### config.mk
export PLATFORM = sky130hd
export DESIGN_NAME = pipe_hazard_ctrl
export DESIGN_NICKNAME = d
export VERILOG_FILES = /design/src/rtl/pipe_hazard_ctrl_pkg.sv /design/src/rtl/pipe_hazard_ctrl_hazard_detect.sv /design/src/rtl/pipe_hazard_ctrl.sv
export SDC_FILE = /design/constraint.sdc
export NUM_CORES = 1
export LEC_CHECK = 0
export ABC_AREA = 1
export CAP_MARGIN = 10
export CORE_MARGIN = 1
export CORE_UTILIZATION = 25
export CTS_CLUSTER_SIZE = 40
export DETAILED_ROUTE_END_ITERATION = 6
export PLACE_DENSITY_LB_ADDON = 0.12
export SLEW_MARGIN = 10
export SYNTH_ARGS = -nofsm -noshare
export SYNTH_HDL_FRONTEND = slang
export SYNTH_SLANG_ARGS = --single-unit
export TNS_END_PERCENT = 1
### constraint.sdc
create_clock -name clk -period 2.7 [get_ports clk]
set_input_delay 0.405 -clock clk [delete_from_list [all_inputs] [get_ports clk]]
set_output_delay 0.405 -clock clk [all_outputs]
set_load 0.01 [all_outputs]
### src/rtl/pipe_hazard_ctrl_pkg.sv
// pipe_hazard_ctrl_pkg: shared front-end FSM encodings and register-file constants
package pipe_hazard_ctrl_pkg;
  localparam int REG_W = 5;
  localparam logic [REG_W-1:0] REG_ZERO = '0;
  typedef enum logic [1:0] {
    ST_RUN       = 2'd0,
    ST_MDU_WAIT  = 2'd1,
    ST_IMEM_WAIT = 2'd2
  } state_e;
endpackage

### src/rtl/pipe_hazard_ctrl_hazard_detect.sv
// pipe_hazard_ctrl_hazard_detect: load-use compare between ID sources and the load in EX
module pipe_hazard_ctrl_hazard_detect
  import pipe_hazard_ctrl_pkg::*;
(
  input  logic [REG_W-1:0] id_rs_i,
  input  logic [REG_W-1:0] id_rt_i,
  input  logic             id_uses_rs_i,
  input  logic             id_uses_rt_i,
  input  logic             ex_mem_read_i,
  input  logic [REG_W-1:0] ex_rd_i,
  output logic             load_use_o
);
  assign load_use_o = ex_mem_read_i && ex_rd_i != REG_ZERO &&
                      ((id_uses_rs_i && id_rs_i == ex_rd_i) || (id_uses_rt_i && id_rt_i == ex_rd_i));
endmodule

### src/rtl/pipe_hazard_ctrl.sv
// pipe_hazard_ctrl: front-end sequencer for load-use, branch, MUL/DIV and IMEM wait hazards
module pipe_hazard_ctrl
  import pipe_hazard_ctrl_pkg::*;
#(
  parameter int MDU_LAT      = 4,
  parameter int IMEM_TIMEOUT = 64,
  parameter int CNT_W        = 32
) (
  input  logic             clk,
  input  logic             reset_n,
  input  logic [REG_W-1:0] id_rs,
  input  logic [REG_W-1:0] id_rt,
  input  logic             id_uses_rs,
  input  logic             id_uses_rt,
  input  logic             ex_mem_read,
  input  logic [REG_W-1:0] ex_rd,
  input  logic             ex_branch_taken,
  input  logic             ex_mdu_start,
  input  logic             imem_ready,
  output logic             pc_we,
  output logic             if_id_we,
  output logic             if_id_flush,
  output logic             id_ex_bubble,
  output logic             ex_stall,
  output logic             imem_err,
  output logic [CNT_W-1:0] stall_cycles
);
  localparam int MDU_W  = $clog2(MDU_LAT + 1);
  localparam int WAIT_W = $clog2(IMEM_TIMEOUT + 1);
  state_e state_q, state_d;
  logic [MDU_W-1:0] mdu_cnt_q, mdu_cnt_d;
  logic [WAIT_W-1:0] wait_cnt_q, wait_cnt_d;
  logic imem_err_q;
  logic [CNT_W-1:0] stall_cycles_q;
  logic load_use;
  logic pc_we_c, if_id_we_c, flush_c, bubble_c, ex_stall_c;

  pipe_hazard_ctrl_hazard_detect u_hazard_detect (
    .id_rs_i      (id_rs),
    .id_rt_i      (id_rt),
    .id_uses_rs_i (id_uses_rs),
    .id_uses_rt_i (id_uses_rt),
    .ex_mem_read_i(ex_mem_read),
    .ex_rd_i      (ex_rd),
    .load_use_o   (load_use)
  );

  always_comb begin
    state_d    = ST_RUN;
    mdu_cnt_d  = mdu_cnt_q;
    wait_cnt_d = wait_cnt_q;
    pc_we_c    = 1'b1;
    if_id_we_c = 1'b1;
    flush_c    = 1'b0;
    bubble_c   = 1'b0;
    ex_stall_c = 1'b0;
    case (state_q)
      ST_MDU_WAIT: begin
        pc_we_c    = 1'b0;
        if_id_we_c = 1'b0;
        ex_stall_c = 1'b1;
        mdu_cnt_d  = mdu_cnt_q - 1'b1;
        state_d    = mdu_cnt_q == MDU_W'(1) ? ST_RUN : ST_MDU_WAIT;
      end
      ST_IMEM_WAIT: begin
        pc_we_c    = 1'b0;
        state_d    = ST_IMEM_WAIT;
        wait_cnt_d = wait_cnt_q == WAIT_W'(IMEM_TIMEOUT) ? wait_cnt_q : wait_cnt_q + 1'b1;
        if (ex_branch_taken) begin
          pc_we_c    = 1'b1;
          flush_c    = 1'b1;
          bubble_c   = 1'b1;
          wait_cnt_d = '0;
          state_d    = ST_RUN;
        end else if (load_use) begin
          if_id_we_c = 1'b0;
          bubble_c   = 1'b1;
        end else if (imem_ready) begin
          pc_we_c    = 1'b1;
          wait_cnt_d = '0;
          state_d    = ST_RUN;
        end else begin
          flush_c = 1'b1;
        end
      end
      default: begin
        if (ex_branch_taken) begin
          flush_c  = 1'b1;
          bubble_c = 1'b1;
        end else if (ex_mdu_start) begin
          pc_we_c    = 1'b0;
          if_id_we_c = 1'b0;
          ex_stall_c = 1'b1;
          mdu_cnt_d  = MDU_W'(MDU_LAT - 1);
          state_d    = ST_MDU_WAIT;
        end else if (load_use) begin
          pc_we_c    = 1'b0;
          if_id_we_c = 1'b0;
          bubble_c   = 1'b1;
        end else if (!imem_ready) begin
          pc_we_c    = 1'b0;
          flush_c    = 1'b1;
          wait_cnt_d = WAIT_W'(1);
          state_d    = ST_IMEM_WAIT;
        end
      end
    endcase
  end

  // While reset is asserted the latches see NOPs and the PC holds, regardless of state
  assign pc_we        = reset_n & pc_we_c;
  assign if_id_we     = reset_n & if_id_we_c;
  assign if_id_flush  = ~reset_n | flush_c;
  assign id_ex_bubble = ~reset_n | bubble_c;
  assign ex_stall     = reset_n & ex_stall_c;
  assign imem_err     = imem_err_q;
  assign stall_cycles = stall_cycles_q;

  always_ff @(posedge clk or negedge reset_n) begin
    if (!reset_n) begin
      state_q        <= ST_RUN;
      mdu_cnt_q      <= '0;
      wait_cnt_q     <= '0;
      imem_err_q     <= 1'b0;
      stall_cycles_q <= '0;
    end else begin
      state_q        <= state_d;
      mdu_cnt_q      <= mdu_cnt_d;
      wait_cnt_q     <= wait_cnt_d;
      imem_err_q     <= imem_err_q | (wait_cnt_d == WAIT_W'(IMEM_TIMEOUT));
      stall_cycles_q <= (!pc_we && !(&stall_cycles_q)) ? stall_cycles_q + 1'b1 : stall_cycles_q;
    end
  end
endmodule

After elaboration in Yosys (flattened, before gate mapping) --
Index checks and enable logic that the tools add are counted.
Cells by class: add/subtract/negate cells 3, multipliers 0, div/mod/pow operators 0, magnitude comparators 0, equal/unequal tests 8, shift operators 0, multiplexer cells 45, bitwise operators 8, reduce and logical (&&, ||, !) cells 12
Operators by type and width (number):
- 2-to-1 mux 7 bit | 8
- adder 32 x 1 -> 32 bit, second input constant | 1
- AND reduction 32 bit | 1
- 2-to-1 mux 1 bit | 21
- == test 7 bit, second input constant | 2
- case mux 7 bit (2 select lines) | 1
- 2-to-1 mux 2 bit | 6
- == test 5 bit | 2
- case mux 1 bit (2 select lines) | 5
- adder 7 x 1 -> 7 bit, second input constant | 1
- 2-to-1 mux 3 bit | 2
- case mux 3 bit (2 select lines) | 1
- logical AND 1 bit | 5
- nonzero test 5 bit | 1
- case mux 2 bit (2 select lines) | 1
- AND 1 bit | 3
- == test 3 x 1 -> 1 bit, second input constant | 1
- bitwise OR 1 bit | 3
- AND reduction 3 bit | 1
- subtractor 3 x 1 -> 3 bit, second input constant | 1
- == test 2 x 1 -> 1 bit, second input constant | 1
- == test 2 bit, second input constant | 1
- logical NOT 1 bit | 2
- inequality test 2 x 1 -> 1 bit, second input constant | 1
- 3 further kinds | 4
Storage, ports and cells: bits in registers 45, bits in latches 0, bits in writable memories 0, memory bits (read-only) 0, word-level logic and storage cells 81, memories 0

Depth between registers and ports, before layout --
word-level depth 11, mapped depth 15, gate-level depth less buffers 15

By module --
A second synthesis with hierarchy kept.
Unflattened totals: cells, all modules 484, area, all modules 3168.0 um^2
By module, submodules not included:
- pipe_hazard_ctrl | instances 1, cells each 429, area each 2951.6 um^2, seq. area each 1126.1 um^2
- pipe_hazard_ctrl_hazard_detect | instances 1, cells each 55, area each 216.5 um^2, seq. area each 0.0 um^2

Worst setup path after synthesis --
No wires, ideal clock.
path kind reg2reg, start point register state_q[0], end point register imem_err_q (netlist: imem_err), setup time 0.116 ns, data arrival time 1.618 ns, required time 2.584 ns, setup slack 0.966 ns, stages on the path, launching flop included 9, path buffers 0, path through dfrtp_1 -> inv_1 -> ha_1 -> nor3_1 -> nand2_1 -> o21ai_0 -> nor2_1 -> nand2_1 -> nand2_1
Between the ends: longest elaborated chain between the ends 4
RTL lines:
- start, declared | RTL line pipe_hazard_ctrl.sv:30 | state_e state_q, state_d;
- start signal, assigned | RTL line pipe_hazard_ctrl.sv:127 | state_q <= state_d;
- == test 2 bit or == test 2 x 1 -> 1 bit (tied branches) | RTL line pipe_hazard_ctrl.sv:57 | case (state_q)
- case mux 7 bit (2 select lines) (*) | RTL line pipe_hazard_ctrl.sv:57
- named net wait_cnt_d[4] | RTL line pipe_hazard_ctrl.sv:32 | logic [WAIT_W-1:0] wait_cnt_q, wait_cnt_d;
- == test 7 bit (*) | RTL line pipe_hazard_ctrl.sv:130 | imem_err_q <= imem_err_q | (wait_cnt_d == WAIT_W'(IMEM_TIMEOUT));
- bitwise OR 1 bit (*) | RTL line pipe_hazard_ctrl.sv:130
- end signal, assigned | RTL line pipe_hazard_ctrl.sv:130
- end, declared | RTL line pipe_hazard_ctrl.sv:33 | logic imem_err_q;
The timed path passes the listed nets; every way through them passes the cells marked *. A chain may end at the register's enable or synchronous reset.

Worst setup path in the final report --
start point input port ex_rd[0], end point output port if_id_we
Between the ends: longest elaborated chain between the ends 9
RTL lines:
- start, declared | RTL line pipe_hazard_ctrl.sv:16 | input logic [REG_W-1:0] ex_rd,
- == test 5 bit | RTL line pipe_hazard_ctrl_hazard_detect.sv:14 | ((id_uses_rs_i && id_rs_i == ex_rd_i) || (id_uses_rt_i && id_rt_i == ex_rd_i));
- logical AND 1 bit | RTL line pipe_hazard_ctrl_hazard_detect.sv:14
- logical OR 1 bit | RTL line pipe_hazard_ctrl_hazard_detect.sv:14
- logical AND 1 bit (*) | RTL line pipe_hazard_ctrl_hazard_detect.sv:13 | assign load_use_o = ex_mem_read_i && ex_rd_i != REG_ZERO &&
- 2-to-1 mux 1 bit (*) | RTL line pipe_hazard_ctrl.sv:75, pipe_hazard_ctrl.sv:96
- 2-to-1 mux 1 bit | RTL line pipe_hazard_ctrl.sv:90 | end else if (ex_mdu_start) begin
- 2-to-1 mux 1 bit | RTL line pipe_hazard_ctrl.sv:87 | if (ex_branch_taken) begin
- case mux 1 bit (2 select lines) (*) | RTL line pipe_hazard_ctrl.sv:57
- AND 1 bit (*) | RTL line pipe_hazard_ctrl.sv:112 | assign if_id_we = reset_n & if_id_we_c;
- end, declared | RTL line pipe_hazard_ctrl.sv:21 | output logic if_id_we,
Mark *: on every way between the ends. The rest lies on a longest branch, timed or not.

==> key figures <==
Outcome
  • Status: completed

Power
  • Combinational group share of total power: 26.7%
  • Sw Ratio: 32.3%
  • Clock network power share: 31.4%
  • Static leakage: between 0.002 and 0.0025 uW
  • Peak VDD IR: 0.336 mV
  • Tot Pwr: 2020 uW
  • Internal Dissipation: between 1000 and 1500 uW
  • Switching power: 651 uW
  • Sequential Power Share: 41.9%
  • Pwr/cell area: 492 nW/um2

Yosys
  • Area leader, netlist: dfrtp_1
  • Post-Synthesis Cells: 457
  • Average size of a mapped cell: 6.81 um2
  • Sequential fraction of the synthesis area: around 36%
  • Synth cell count leaders: 180 x nand2_1, 54 x inv_1, 47 x nor2_1
  • Most numerous cell in the Yosys netlist: nand2_1
  • #FFs+latches synth: 45
  • Number of synthesized flops with an enable pin: 0
  • Netlist Area Pre-Place: 3110 um2
  • Netlist cell types: 25
  • Top cells by area, synth: dfrtp_1 36%, nand2_1 22%, inv_1 6.5%, xor2_1 5.9%, nor2_1 5.7%
  • Syn nets: slightly below 500
  • Yosys warning count: 0
  • Post-synth top flop: dfrtp_1
  • Synth top area share: 36.2%
  • Async SR Flop Fraction: 100%

Route
  • Initial DRT Pass Iterations: 4
  • Residual DRC: 0
  • Via count: between 2000 and 3000
  • Wire per inst: 11.8 um
  • DR iter-0 viols: roughly 170
  • Antenna Nets Post-Route: 0
  • DR vias/cell: 4.26
  • Total wire length: between 8000 and 9000 um

Layout
  • Area grow syn2layout: 31.8%
  • NumNets Final: 558
  • Fraction of layout cells with a size suffix above 1: just over 6%
  • Storage element area: 1130 um2
  • Layout fillers: approximately 1300
  • Area of the multi-input gates: about 1700 um2
  • Diodes inserted: 0

STA
  • Fin crit period: 2.57 ns
  • Max-slew violation count: 0
  • Slew Limit Headroom: 71.1%
  • Worst Skew: 0.00778 ns
  • Hold Vio Cnt, Final: 0
  • Worst-Margin Slew: between 0.4 and 0.5 ns
  • Setup TNS: 0 ns
  • Final Cycle Share: 95.3%
  • Finish-stage setup viols: 0
  • RSZ-0062 raised after global routing: false
  • Final hold slack: 0.472 ns
  • FMAX: between 300 and 400 MHz

Place
  • RD Place Congestion: 0.882
  • IO buf count: 60
  • DP Wirelength: 6620 um

Floorplanning
  • Row count: 40
  • Overall die width: between 100 and 150 um
  • Core area: about 12000 um2
  • Die Ht: ~110 um
  • Io pins: 61
  • Die area: 12900 um2
  • Initial Util: between 20% and 30%

Worst hold path
  • Hold path startpoint: imem_err
  • Hold WC Path Type: flip-flop to flip-flop

GRT
  • GR Overflow Total: 0
  • Global-route wire length before repair: 14000 um
  • Vias in the first global route: around 2800
  • GR Util met3: roughly 2.2%
  • Initial antenna violation count: 0
  • Layer with the highest usage: met2
  • Global Route Usage Sum: 13.7%
  • Largest net degree at the start of global routing: 23
  • Met1 GRT Util: a little over 20%
  • Met2 usage: 20.5%

Critical path
  • Reg2reg setup slack: 0.72 ns
  • Critical Path RT: 2.30 ns
  • Crit path launch type: input pin
  • Worst Path Max Fanout: 4
  • Worst path arrival time: 2.17 ns
  • Worst reg2reg path startpoint: stall_cycles[1]
  • CP endpoint kind: output port
  • Start point of the critical path: ex_rd[0]
  • WS Path Type: input pin to output port

Run
  • Max Cap Viol: 0

CTS
  • H-tree depth: 2
  • Clock slew at reported path FFs: 0.06 ns
  • Clock latency on the worst-skew pair: 0.29 ns
  • Root buffer cell: clkbuf_16
  • CTS tree: done
  • CTS Buf Count: 5
  • CTS sink count: 45
  • Clk buf depth: 2
through the flow:
| stage | instance area (um2) | cells | setup WS [ns] | utilization [%] |
|---|---|---|---|---|
| 2_1_floorplan | 3110 | 457 | 0.966 | - |
| 3_3_place_gp | 3930 | 688 | 0.0365 | 32.5 |
| 3_5_place_dp | 3930 | 688 | 0.0314 | 32.5 |
| 4_1_cts | 4090 | 697 | 0.0296 | 33.9 |
| 5_1_grt | 4100 | 697 | 0.00628 | 34.0 |
| 6_report | 4100 | 697 | 0.128 | 34.0 |
state kept, by name, summed over array words and instances, names as in the netlist:
| name | cells |
|---|---|
| imem_err | 1 |
| stall_cycles | 32 |
| wait_cnt_q | 7 |
| mdu_cnt_q | 3 |
| state_q | 2 |
logic make-up after synthesis:
group / share of synthesized area (%)
AND/OR/NAND/NOR: 38.0
buffers and inverters: 8.93
flip-flops: 36.2
XOR/XNOR: 10.1
AO/OA/AOI/OAI: 3.94
adder cells (fa/ha/maj): 2.81
worst max-delay path, stage by stage:
cell             delay (ns)
clkdlybuf4s50_1        0.42
inv_1                  0.11
nand4_1                0.11
o21ai_1                0.14
inv_1                  0.06
nand2_2                0.10
a21oi_2                0.07
nor3_1                 0.18
clkdlybuf4s50_1        0.57
metal layers:
layer  part of all wire, %  wire length [um]
met5                     0                 0
met4                   1.2               100
met3                   2.9               242
met2                    42              3460
met1                    54              4410
cell type report:
type	instances	area share (%)
sequential	45	27.5
tap	168	5.13
clock inverter	2	0.336
clock buffer	6	3.39
timing repair buffer	70	16.7
inverter	58	5.31
multi-input combinational	348	41.7
power by group through the flow:
stage | combinational (uW) | sequential (uW) | clock [uW]
3_5_place_dp | 542 | 858 | 0
2_1_floorplan | 299 | 854 | 0
4_1_cts | 548 | 846 | 653
3_3_place_gp | 536 | 859 | 0
5_1_grt | 607 | 860 | 689
6_report | 537 | 845 | 633
final timing paths:
kind | to | depth (start not counted)
setup reg to reg | stall_cycles[14] | 8
hold reg to reg | imem_err | 2
min in group asynchronous | mdu_cnt_q[0] | 2
setup / recovery | if_id_we | 9
max in group asynchronous | stall_cycles[14] | 3
hold / removal | imem_err | 2
placed cells by master, fill, tap and decap left out:
cell type / count
nor3_1: 13
clkinv_4: 1
xnor2_1: 15
dlymetal6s2s_1: 5
inv_1: 54
o21ai_2: 3
clkdlybuf4s50_1: 54
nand3_2: 1
clkbuf_16: 5
nand3_1: 16
nand2_1: 180
clkbuf_8: 1
buf_4: 9
a21oi_1: 3
a22oi_1: 1
nand4_1: 13
xor2_1: 21
clkinv_2: 1
a21oi_2: 1
dfrtp_1: 45
o21ai_0: 12
dlygate4sd3_1: 1
nor2_2: 2
inv_2: 4
nand2_2: 2
nor4_1: 8
nor2_1: 47
o21ai_1: 1
nand3b_2: 1
ha_1: 7
buf_2: 1
nand3b_1: 1
timing repair:
item                                    in CTS  in global routing
buffers inserted                             0                  0
endpoints found under the hold margin        7                  0
hold buffers                                 1                  0
gates resized for setup                      0                  5
endpoints found under the setup margin       0                  3
Note: power is estimated with default switching activity, not from simulation.
